### src/rtl/dm_access_seq_pkg.sv
// Shared DMType codes, sequencer state encoding and byte-count helper
// for the byte-serial data-memory access sequencer.
package dm_access_seq_pkg;

    localparam logic [2:0] dm_word              = 3'b000;
    localparam logic [2:0] dm_halfword          = 3'b001;
    localparam logic [2:0] dm_halfword_unsigned = 3'b010;
    localparam logic [2:0] dm_byte              = 3'b011;
    localparam logic [2:0] dm_byte_unsigned     = 3'b100;

    typedef enum logic [1:0] {
        IDLE = 2'd0,
        XFER = 2'd1,
        DONE = 2'd2
    } state_t;

    // Zero marks an illegal DMType code.
    function automatic logic [2:0] byte_count(input logic [2:0] t);
        logic [2:0] n;
        case (t)
            dm_word:              n = 3'd4;
            dm_halfword:          n = 3'd2;
            dm_halfword_unsigned: n = 3'd2;
            dm_byte:              n = 3'd1;
            dm_byte_unsigned:     n = 3'd1;
            default:              n = 3'd0;
        endcase
        return n;
    endfunction

endpackage

### src/rtl/dm_load_ext.sv
// Combinational load extender: raw little-endian bytes {b3,b2,b1,b0}
// to the 32-bit load result selected by the DMType code.
module dm_load_ext
    import dm_access_seq_pkg::*;
(
    input  logic [31:0] raw,
    input  logic [2:0]  dm_type,
    output logic [31:0] data
);

    always_comb begin
        data = raw;
        case (dm_type)
            dm_halfword:
                data = {{16{raw[15]}}, raw[15:0]};
            dm_halfword_unsigned:
                data = {16'b0, raw[15:0]};
            dm_byte:
                data = {{24{raw[7]}}, raw[7:0]};
            dm_byte_unsigned:
                data = {24'b0, raw[7:0]};
            default:
                data = raw;
        endcase
    end

endmodule

### src/rtl/dm_access_seq.sv
// MEM-stage initiator for a byte-wide data memory: serialises one
// load/store into byte cycles, stalls the pipe and assembles loads.
module dm_access_seq
    import dm_access_seq_pkg::*;
#(
    parameter int AW = 9,
    parameter int DW = 32
)
(
    input  logic          clk,
    input  logic          rst,
    input  logic          req,
    input  logic          req_we,
    input  logic [AW-1:0] req_addr,
    input  logic [DW-1:0] req_wdata,
    input  logic [2:0]    req_type,
    output logic          mem_we,
    output logic [AW-1:0] mem_addr,
    output logic [7:0]    mem_din,
    input  logic [7:0]    mem_dout,
    output logic          stall,
    output logic          done,
    output logic [DW-1:0] rdata,
    output logic          err
);

    state_t          state;
    logic            we_l;
    logic [AW-1:0]   addr_l;
    logic [DW-1:0]   wdata_l;
    logic [2:0]      type_l;
    logic [1:0]      cnt;
    logic [1:0]      last;
    logic [3:0][7:0] lanes;
    logic [3:0][7:0] lanes_nxt;
    logic [DW-1:0]   ext_data;
    logic [2:0]      req_n;

    assign req_n = byte_count(req_type);

    // The final byte is merged here so rdata can load on the DONE edge.
    always_comb begin
        lanes_nxt = lanes;
        lanes_nxt[cnt] = mem_dout;
    end

    dm_load_ext u_ext (
        .raw     (lanes_nxt),
        .dm_type (type_l),
        .data    (ext_data)
    );

    always_comb begin
        mem_we   = 1'b0;
        mem_addr = '0;
        mem_din  = '0;
        stall    = 1'b0;
        case (state)
            IDLE: stall = req & ~rst;
            XFER: begin
                stall    = 1'b1;
                mem_we   = we_l;
                mem_addr = addr_l + AW'(cnt);
                mem_din  = wdata_l[{cnt, 3'b000} +: 8];
            end
            default: stall = 1'b0;
        endcase
    end

    always_ff @(posedge clk or posedge rst) begin
        if (rst) begin
            state   <= IDLE;
            we_l    <= 1'b0;
            addr_l  <= '0;
            wdata_l <= '0;
            type_l  <= dm_word;
            cnt     <= '0;
            last    <= '0;
            lanes   <= '0;
            done    <= 1'b0;
            err     <= 1'b0;
            rdata   <= '0;
        end else begin
            done <= 1'b0;
            err  <= 1'b0;
            case (state)
                IDLE: begin
                    if (req) begin
                        we_l    <= req_we;
                        addr_l  <= req_addr;
                        wdata_l <= req_wdata;
                        type_l  <= req_type;
                        cnt     <= '0;
                        last    <= 2'(req_n - 3'd1);
                        lanes   <= '0;
                        if (req_n == 3'd0) begin
                            state <= DONE;
                            done  <= 1'b1;
                            err   <= 1'b1;
                        end else begin
                            state <= XFER;
                        end
                    end
                end
                XFER: begin
                    if (!we_l)
                        lanes <= lanes_nxt;
                    if (cnt == last) begin
                        state <= DONE;
                        done  <= 1'b1;
                        if (!we_l)
                            rdata <= ext_data;
                    end else begin
                        cnt <= cnt + 2'd1;
                    end
                end
                DONE: state <= IDLE;
                default: state <= IDLE;
            endcase
        end
    end

endmodule

### config.mk
export PLATFORM = sky130hd
export DESIGN_NAME = dm_access_seq
export DESIGN_NICKNAME = d
export VERILOG_FILES = /design/src/rtl/dm_access_seq_pkg.sv /design/src/rtl/dm_load_ext.sv /design/src/rtl/dm_access_seq.sv
export SDC_FILE = /design/constraint.sdc
export NUM_CORES = 1
export LEC_CHECK = 0
export CORE_ASPECT_RATIO = 0.8
export CORE_MARGIN = 3
export CORE_UTILIZATION = 56
export CTS_CLUSTER_DIAMETER = 40
export DETAILED_ROUTE_END_ITERATION = 16
export PLACE_DENSITY = 0.84
export SLEW_MARGIN = 40
export SYNTH_ARGS = -nofsm -noshare
export SYNTH_HDL_FRONTEND = slang
export SYNTH_SLANG_ARGS = --single-unit
export TNS_END_PERCENT = 5
### constraint.sdc
create_clock -name clk -period 14.05 [get_ports clk]
set_input_delay 3.5125 -clock clk [delete_from_list [all_inputs] [get_ports clk]]
set_output_delay 3.5125 -clock clk [all_outputs]
set_load 0.02 [all_outputs]
# --- Yosys cells after proc, flatten, opt, wreduce, memory -nomap -nowiden ---
# Index checks and enable logic that the tools add are counted.
# W data, S select, Z words.
word_totals:
  regBits: 117
  output_inout_bits: 53
  wordCells: 73
op_classes:
  add_sub_neg: 3
  order_cmp: 2
  n_eq_ne: 14
  shifts: 1
  muxes: 24
  bitwise_logic: 3
  reduce_logical: 12
op_table:
  columns: ["op", "count"]
  rows:
  - ["$pmux W32 S4", 1]
  - ["$mux W32", 2]
  - ["$pmux W32 S2", 1]
  - ["$bwmux W32", 1]
  - ["$shiftx A32 B6 Y8", 1]
  - ["$demux W8 S2", 1]
  - ["$mux W8", 2]
  - ["$eq A3 B2 Y1 const B", 4]
  - ["$mux W2", 5]
  - ["$add A9 B2 Y9", 1]
  - ["$mux W9", 1]
  - ["$pmux W3 S3", 1]
  - ["$reduce_and A3 Y1", 3]
  - ["$ne A2 B2 Y1 const B", 4]
  - ["$pmux W2 S2", 2]
  - ["$eq A3 B1 Y1 const B", 2]
  - ["$eq A3 B3 Y1 const B", 2]
  - ["$logic_not A3 Y1", 2]
  - ["$mux W1", 5]
  - ["$pmux W1 S2", 2]
  - ["$reduce_and A2 Y1", 2]
  - ["$reduce_or A2 Y1", 2]
  - ["$lt A2 B3 Y1 const B", 1]
  - ["$add A2 B1 Y2 const B", 1]
  - ["other kinds (9)", 10]

# --- Depth between registers and ports, before layout ---
depth:
  ltp_word: 7
  mapped_depth: 9
  mapped_depth_nobuf: 8

# --- Cells and area by module ---
# From an unflattened synthesis, not the netlist that was laid out.
unflattened:
  hier_cells: 667
  area_unflattened_um2: 6399.9
by_module_without_submodules:
  columns: ["module", "n_inst", "cells_each", "area_each_um2", "seq_area_each_um2"]
  rows:
  - ["dm_access_seq", 1, 535, 5656.7, 2927.8]
  - ["dm_load_ext", 1, 132, 743.2, 0.0]

# --- Worst setup path after synthesis ---
# OpenSTA, ideal clock, no wires.
synth_timing:
  kind: "input port to output port"
  start: "in rst"
  end: "out stall"
  arrival_time_ps: 6552
  required_time_ps: 10538
  setup_slack_ps: 3985
  cell_stages: 3
  n_path_buf: 0
  path_cell_list: "inv_1 > a21oi_1 > nor2_1"
synth_via:
  elab_chain_cells: 3
synth_lines:
  columns: ["element", "line", "text"]
  rows:
  - ["from (decl)", "dm_access_seq.sv:11", "input logic rst,"]
  - ["$not A1 Y1", "dm_access_seq.sv:59", "IDLE: stall = req & ~rst;"]
  - ["$and A1 B1 Y1", "dm_access_seq.sv:59", null]
  - ["$pmux W1 S2", "dm_access_seq.sv:58", "case (state)"]
  - ["to (decl)", "dm_access_seq.sv:21", "output logic stall,"]
# No other way between the ends.

# --- Worst setup path in the final report ---
# Ends and elaborated chain as after synthesis.

==> results.tsv <==
metric	value	unit
die_h	95.7	um
critPathKind	in2out	
rsz0062_at_grt	false	
clkLatencyLatePin	0.41	ns
worst_setup_path_start_kind	input pin	
netlist_instances	528	
fill_cells	671	
powerDensity	239	nW/um^2
status	completed	
p_leak	3.30	nW
gr-total-overflow	0	
cts-root-buf	clkbuf_16	
post-route-period-util	0.611	
yosysTopAreaCell	dfrtp_1	
post_cts_buffers	0	
cts.repair.resized	0	
syn_avg_cell_area	10.7	um^2
die_x	118	um
finClkSkew	0.0108	ns
ir_drop	132	uV
cp_slowest_cell	clkdlybuf4s50_1	
hold_viol_final	0	
core	9730	um^2
fin_area	7240	um^2
stdcell_count	769	
dr.pass1.iters	5	
syn_nets	592	
path_cells	clkdlybuf4s50_1, inv_4, a21oi_1, nor2_1, clkdlybuf4s50_1	
detailed_place_hpwl	8700	um
ys_types	45	
insertedDiodeCount	0	
worstSetupEndpointType	output pin	
place_congestion	0.823	
max_clock_freq	117	MHz
dpl_cell_area	6670	um^2
maxSlewViolCount	0	
io_pins	109	
antenna_found_initial	0	
clk_pin_slew	0.05	ns
track_usage	0.245	
yosys_register_bits	117	
p_int	0.00109	W
layout_commonest_cell	nand2_1	
yosys_warnings	0	
grt_pass1_wl	22000	um
antenna_left	0	
yosys-top-cells-area	dfrtp_1, nand2_1, mux2i_1	
clockBufferDepth	2	
netlist_area	5630	um^2
grt_pass1_vias	4475	
cp_top_family	buffers and inverters	
fin_crit	8.58	ns
start_util	0.578	
nets	685	
path_max_fanout	28	
clockPowerShare	0.238	
vias	4357	
tns	0	ns
cts_htree_levels	4	
layout_common_cells	nand2_1, dfrtp_1, clkdlybuf4s50_1, a22o_1, nor2_1	
arrival	5.07	ns
drt-vias-per-instance	5.67	
rows	32	
drive_gt1_frac	0.0932	
numCtsBuffers	17	
switching_share	0.370	
required	10.54	ns
path_buf_inv	3	
p_switching	0.000640	W
hold_path.class	reg2reg	
crit_path_frequent_cell	clkdlybuf4s50_1	
slew_headroom	0.522	
cpPeakStageDelay	0.61	ns
port-buffer-count	108	
drc	0	
ctsHoldBuffers	0	
power.share.combinational	0.421	
cts.sinks	117	
avgRoutedWirePerCell	17.3	um
grt_max_degree	92	
drt_wl_total	13300	um
drtIter0Drc	322	
power_frac_seq	0.341	
area_growth	28.6	%
setup_violations	0	
ys_seq_area_frac	0.520	
synth.top_cell.area_share	0.520	
dpl.cell_count	738	
tightest_slew	0.717	ns
cts_tree	done	
drv_cap	0	
die_area	11300	um^2
cells by family (layout without fill, tap and decap cells):
logic type	count (synthesis)	count (layout)	synth area share
flops	117	117	0.520
xor+xnor	11	11	0.0185
fa+ha+maj	8	8	0.0191
buf+inv	45	150	0.0525
simple gates	205	205	0.156
mux	43	43	0.0967
compound gates	99	99	0.137
path summary, 6_finish.rpt:
path / from / endpoint / slack [ns] / cells past startpoint
setup / recovery: rst / stall / 5.47 / 5
hold / removal: wdata_l[19] / wdata_l[19] / 0.48 / 2
setup reg to reg: cnt[1] / rdata[17] / 11.28 / 6
hold reg to reg: wdata_l[19] / wdata_l[19] / 0.48 / 2
max in group asynchronous: rst / wdata_l[16] / 9.53 / 3
min in group asynchronous: rst / rdata[20] / 3.44 / 2
state kept, by name (all words and copies together) (netlist names):
name,flops
err,1
addr_l,9
wdata_l,32
lanes,32
we_l,1
done,1
cnt,2
rdata,32
type_l,3
last,2
state,2
layer usage:
metal,share of wire,track usage
met5,0,0
met4,0.012,0.0849
met3,0.050,0.0474
met2,0.51,0.410
met1,0.43,0.325
synthesized netlist by cell type, drive strengths merged:
cell      n
a21o      6
a21oi    10
a22o     34
a22oi     1
and2      4
and3      2
and3b     1
buf      27
clkbuf   12
dfrtp   117
fa        1
ha        7
inv       6
mux2      5
mux2i    30
mux4      8
nand2   142
nand2b    3
nand3     2
nand4     2
nor2     33
nor2b    12
nor3b     1
nor4      1
o211ai   16
o21a     16
o21ai     4
o21bai    1
o22a      8
o22ai     2
o31ai     1
or2       2
xnor2     3
xor2      8
power groups by stage:
stage	combinational [W]	sequential [W]	clock [W]
6_report	0.000730	0.000590	0.000412
5_1_grt	0.000793	0.000607	0.000431
4_1_cts	0.000735	0.000590	0.000416
3_5_place_dp	0.000722	0.000591	0
3_3_place_gp	0.000697	0.000582	0
2_1_floorplan	0.000464	0.000610	0
stage by stage:
| step | utilization | hold slack [ns] | total power [W] | worst slack, ns |
|---|---|---|---|---|
| detailed placement | 0.685 | 0.462 | 0.00131 | 5.46 |
| global placement | 0.683 | 0.454 | 0.00128 | 5.48 |
| CTS | 0.743 | 0.475 | 0.00174 | 5.44 |
| global route | 0.744 | 0.501 | 0.00183 | 5.33 |
| floorplan | - | 0.440 | 0.00107 | 3.99 |
| finish | 0.744 | 0.475 | 0.00173 | 5.47 |
worst reg2reg max path: stages, from the launching register on:
cell and delay, ns:
dfrtp_1 0.80, inv_1 0.19, ha_1 0.44, mux2_4 0.42
a22oi_4 0.44, o211ai_1 0.21, o21a_1 0.16
area by class of cell:
class                   instances  area, um^2  share of cell area
multi-input cells             366        2410               0.334
clock buffers                  21         460              0.0636
flip-flops and latches        117        2930               0.405
inverters                       6        25.0             0.00346
repair buffers                113        1130               0.156
clock inverters                10         106              0.0147
well taps                     136         170              0.0235
No activity file was read; power rests on OpenSTA's default activity.
